[src/rtl/regfile_wb_arbiter.sv]
// regfile_wb_arbiter: round-robin write-back arbiter and busy scoreboard for a 32x32 register file
//   clk, rst (async, active-low)
//   req0_* : ALU write-back request (valid/addr/data in, ready out, combinational grant)
//   req1_* : load write-back request (valid/addr/data in, ready out, combinational grant)
//   rsv_valid/rsv_addr : issue-stage destination reservation (sets a busy bit)
//   Read_addr_1/2 -> busy_1/2 : outstanding-write status of issue-stage sources
//   fwd_1/2 : only when WB_FWD_EN is defined; operand available from Write_data
//   RegWrite/Write_addr/Write_data : registered register-file write port
module regfile_wb_arbiter #(
    parameter int bit_size = 32
) (
    input  logic                clk,
    input  logic                rst,
    input  logic                req0_valid,
    input  logic [4:0]          req0_addr,
    input  logic [bit_size-1:0] req0_data,
    output logic                req0_ready,
    input  logic                req1_valid,
    input  logic [4:0]          req1_addr,
    input  logic [bit_size-1:0] req1_data,
    output logic                req1_ready,
    input  logic                rsv_valid,
    input  logic [4:0]          rsv_addr,
    input  logic [4:0]          Read_addr_1,
    input  logic [4:0]          Read_addr_2,
    output logic                busy_1,
    output logic                busy_2,
`ifdef WB_FWD_EN
    output logic                fwd_1,
    output logic                fwd_2,
`endif
    output logic                RegWrite,
    output logic [4:0]          Write_addr,
    output logic [bit_size-1:0] Write_data
);

    logic                last_grant_q, last_grant_d;
    logic                regwrite_q, regwrite_d;
    logic [4:0]          write_addr_q, write_addr_d;
    logic [bit_size-1:0] write_data_q, write_data_d;
    logic [31:0]         busy_q, busy_d;
    logic                xfer;
    logic [4:0]          xfer_addr;
    logic [bit_size-1:0] xfer_data;

    always_comb begin
        // On contention the requester that did not win last time is granted.
        req0_ready   = rst && req0_valid && (!req1_valid || last_grant_q);
        req1_ready   = rst && req1_valid && (!req0_valid || !last_grant_q);
        xfer         = req0_ready || req1_ready;
        xfer_addr    = req0_ready ? req0_addr : req1_addr;
        xfer_data    = req0_ready ? req0_data : req1_data;
        last_grant_d = xfer ? req1_ready : last_grant_q;
        // r0 is hardwired: accept the transfer but never write it.
        regwrite_d   = xfer && (xfer_addr != 5'd0);
        write_addr_d = xfer ? xfer_addr : write_addr_q;
        write_data_d = xfer ? xfer_data : write_data_q;
        busy_d       = busy_q;
        if (xfer)
            busy_d[xfer_addr] = 1'b0;
        // A reservation on the same edge is newer than the completing write.
        if (rsv_valid)
            busy_d[rsv_addr] = 1'b1;
        busy_d[0]    = 1'b0;
    end

    always_ff @(posedge clk or negedge rst) begin
        if (!rst) begin
            last_grant_q <= 1'b1;
            regwrite_q   <= 1'b0;
            write_addr_q <= '0;
            write_data_q <= '0;
            busy_q       <= '0;
        end else begin
            last_grant_q <= last_grant_d;
            regwrite_q   <= regwrite_d;
            write_addr_q <= write_addr_d;
            write_data_q <= write_data_d;
            busy_q       <= busy_d;
        end
    end

    assign RegWrite   = regwrite_q;
    assign Write_addr = write_addr_q;
    assign Write_data = write_data_q;

`ifdef WB_FWD_EN
    // The write on the outputs this cycle supplies the operand directly.
    assign fwd_1  = regwrite_q && (write_addr_q == Read_addr_1) && (write_addr_q != 5'd0);
    assign fwd_2  = regwrite_q && (write_addr_q == Read_addr_2) && (write_addr_q != 5'd0);
    assign busy_1 = busy_q[Read_addr_1] && !fwd_1;
    assign busy_2 = busy_q[Read_addr_2] && !fwd_2;
`else
    assign busy_1 = busy_q[Read_addr_1];
    assign busy_2 = busy_q[Read_addr_2];
`endif

endmodule

[config.mk]
export PLATFORM = sky130hd
export DESIGN_NAME = regfile_wb_arbiter
export DESIGN_NICKNAME = d
export VERILOG_FILES = /design/src/rtl/regfile_wb_arbiter.sv
export SDC_FILE = /design/constraint.sdc
export NUM_CORES = 1
export LEC_CHECK = 0
export ABC_CLOCK_PERIOD_IN_PS = 4250
export CAP_MARGIN = 5
export CORE_MARGIN = 2
export CORE_UTILIZATION = 49
export DETAILED_ROUTE_END_ITERATION = 8
export HOLD_SLACK_MARGIN = 0.03
export PLACE_DENSITY = 0.86
export REMOVE_ABC_BUFFERS = 1
export SLEW_MARGIN = 20
export SYNTH_ARGS = -nofsm -noshare
export SYNTH_HDL_FRONTEND = slang
export SYNTH_SLANG_ARGS = --single-unit
[constraint.sdc]
create_clock -name clk -period 4.25 [get_ports clk]
set_input_delay 0.85 -clock clk [delete_from_list [all_inputs] [get_ports clk]]
set_output_delay 0.85 -clock clk [all_outputs]
set_load 0.05 [all_outputs]
==> metrics <==
Port Buffers around 140; maximum buffer depth of the clock tree 2; reg-to-reg critical path startpoint last_grant_q; status completed; min Tclk post-route roughly 3800 ps; dpl cell area around 5300 sq um; initial antenna violation count 0; Routed WL roughly 12000 um; first-pass GRT wire length 19200 um; Post-Synthesis Cells roughly 420; fraction of final layout cells sized beyond drive strength 1 0.0741; fin crit share 0.885; Layout Cells excl Fill between 600 and 700; synth unique cells 44; min-delay worst type in -> async; placed insts approximately 640; Max Cap Viol 0; RD Place Congestion between 0.8 and 0.9; most frequent cells in the layout clkdlybuf4s50_1 (131), nand2_1 (77), dfrtp_1 (69); Synth Warn # 0; Post-layout nets 642; endpoints failing hold 0; Total GRT Usage 0.280; CP Launch Point Read_addr_1[0]; RSZ-0062 raised after global routing no; flop-to-flop setup slack 1860 ps; DR WL/cell approximately 18 um; Die Y a little over 90 um; ANT nets after route 0; post-layout util 0.708; fillers ~570; mapped cell area a little under 4000 sq um; peak supply drop roughly 0.24 mV; critical path peak fanout 7; FP Rows 32; final worst setup slack between 400 and 500 ps; worst path arrival time 2910 ps; relative slew slack 0.437; Pleak around 2.2 nW; area share of the largest cell type after synthesis 0.441; final setup vio count 0; final slew viol count 0; Initial Util 0.507; PD cells between 400 and 500 nW/um^2; Worst-Skew Late Latency 340 ps; DP HPWL approximately 8600 um; Worst-path clk slew 80 ps; Flop pwr share 0.408; critical path type in -> out; final instance area approximately 5500 sq um; terminus of the critical flop-to-flop path busy_q[29]; initial DRC count between 200 and 300; Synth area leaders dfrtp_1 (44%), nand2_1 (7.4%), o31ai_1 (5.9%); Vias/cell ~5.9; Area Overhead vs Synth 39.7%; dpl ws roughly 490 ps; Post-CTS Resized 0; Gate power share 0.350; Worst Reg-to-Reg Cells 6; Clock Sinks 70; syn_area_per_cell slightly above 9 sq um; critical path startpoint category input port; Hold Buf Count CTS 0; vias in the first global route a little under 4000; Clk pwr share 0.242; post-synthesis register bit count 70; die area between 8000 and 9000 sq um; via count just under 4000; io pins around 140; CTS tree yes; gr ovfl total 0; clock skew between 4 and 5 ps; H-Tree Depth 3; Worst-Margin Slew a little over 800 ps; Setup Buffers After CTS 0; Die W 93.4 um; Req. time, crit path 3400 ps; drc violations 0; setup TNS 0 ps; Sw Share 0.366; core area 7730 sq um; Pre-antenna DRT Iters 5; TritonCTS buffer count 9; fmax 266 MHz; most common cell after layout, fill and taps aside clkdlybuf4s50_1; root buffer cell clkbuf_8; largest net degree at the start of global routing between 60 and 70; crit end category output port; Seq/Total Area, Yosys 0.447; internal power about 1.4 mW; area leader, netlist dfrtp_1; Sw Pwr around 820 uW; ANT cells 0
==> synth_stat cells, drive strengths merged <==
library cell	instances
nand2	78
dfrtp	69
nor2	41
o21ai	41
a31oi	38
o31ai	31
mux2i	21
buf	17
a21oi	12
clkbuf	9
nand3	8
nor2b	7
mux4	6
nand2b	5
nand3b	5
a22oi	4
nor4b	4
inv	3
nand4	3
nor3	3
or3	3
a2111oi	2
nor3b	2
nor4	2
or3b	2
a211oi	1
a21o	1
and2	1
dfstp	1
mux2	1
o211ai	1
o21a	1
or2	1
==> stage by stage <==
stage	hold slack [ps]	total power, mW
2_1_floorplan	477	1.36
3_3_place_gp	464	1.66
3_5_place_dp	478	1.70
6_report	344	2.23
4_1_cts	334	2.23
5_1_grt	342	2.33
==> final cells by class <==
cell class	count	area, sq um	share of cell area
clock inverters	5	58.8	0.0107
clock buffers	11	141	0.0258
flip-flops and latches	70	1750	0.320
repair buffers	139	1380	0.252
inverters	3	11.3	0.00206
multi-input cells	325	2000	0.365
well taps	102	128	0.0233
==> worst max-delay path by stage <==
stage	slack [ps]	endpoint
6_report	490	busy_1
5_1_grt	350	busy_1
4_1_cts	490	busy_1
3_5_place_dp	490	busy_1
3_3_place_gp	540	busy_2
2_1_floorplan	1190	busy_q[13]
==> cells by family (layout without fill, tap and decap cells) <==
group / after synthesis / count (layout) / synth area share
buffers and inverters: 29 / 158 / 0.0425
multiplexers: 28 / 28 / 0.0987
AND/OR/NAND/NOR: 165 / 165 / 0.196
AO/OA/AOI/OAI: 132 / 132 / 0.215
flip-flops: 70 / 70 / 0.447
==> power by group through the flow <==
stage	Clock (mW)	Combinational [mW]	Sequential (mW)
2_1_floorplan	0	0.295	1.06
3_3_place_gp	0	0.753	0.906
3_5_place_dp	0	0.777	0.918
4_1_cts	0.545	0.781	0.907
5_1_grt	0.570	0.838	0.924
6_report	0.540	0.780	0.909
==> state kept, by name, summed over array words and instances (netlist names) <==
signal / count
RegWrite: 1
Write_data: 32
last_grant_q: 1
busy_q: 31
Write_addr: 5
==> layer usage <==
metal  part of all wire  vias to the layer above  global-route usage
met2               0.48                      191               0.450
met3               0.10                       27              0.0814
met4              0.025                        0               0.120
li1                   -                     1810                   -
met1               0.39                     1850               0.354
met5                  0                        -                   0
==> worst max-delay path, stage by stage <==
cell and delay [ps]:
clkdlybuf4s50_1 660, mux4_1 610, mux2i_1 150, nor3b_1 70, or3_1 370, buf_4 200
No activity file was read; power rests on OpenSTA's default activity.
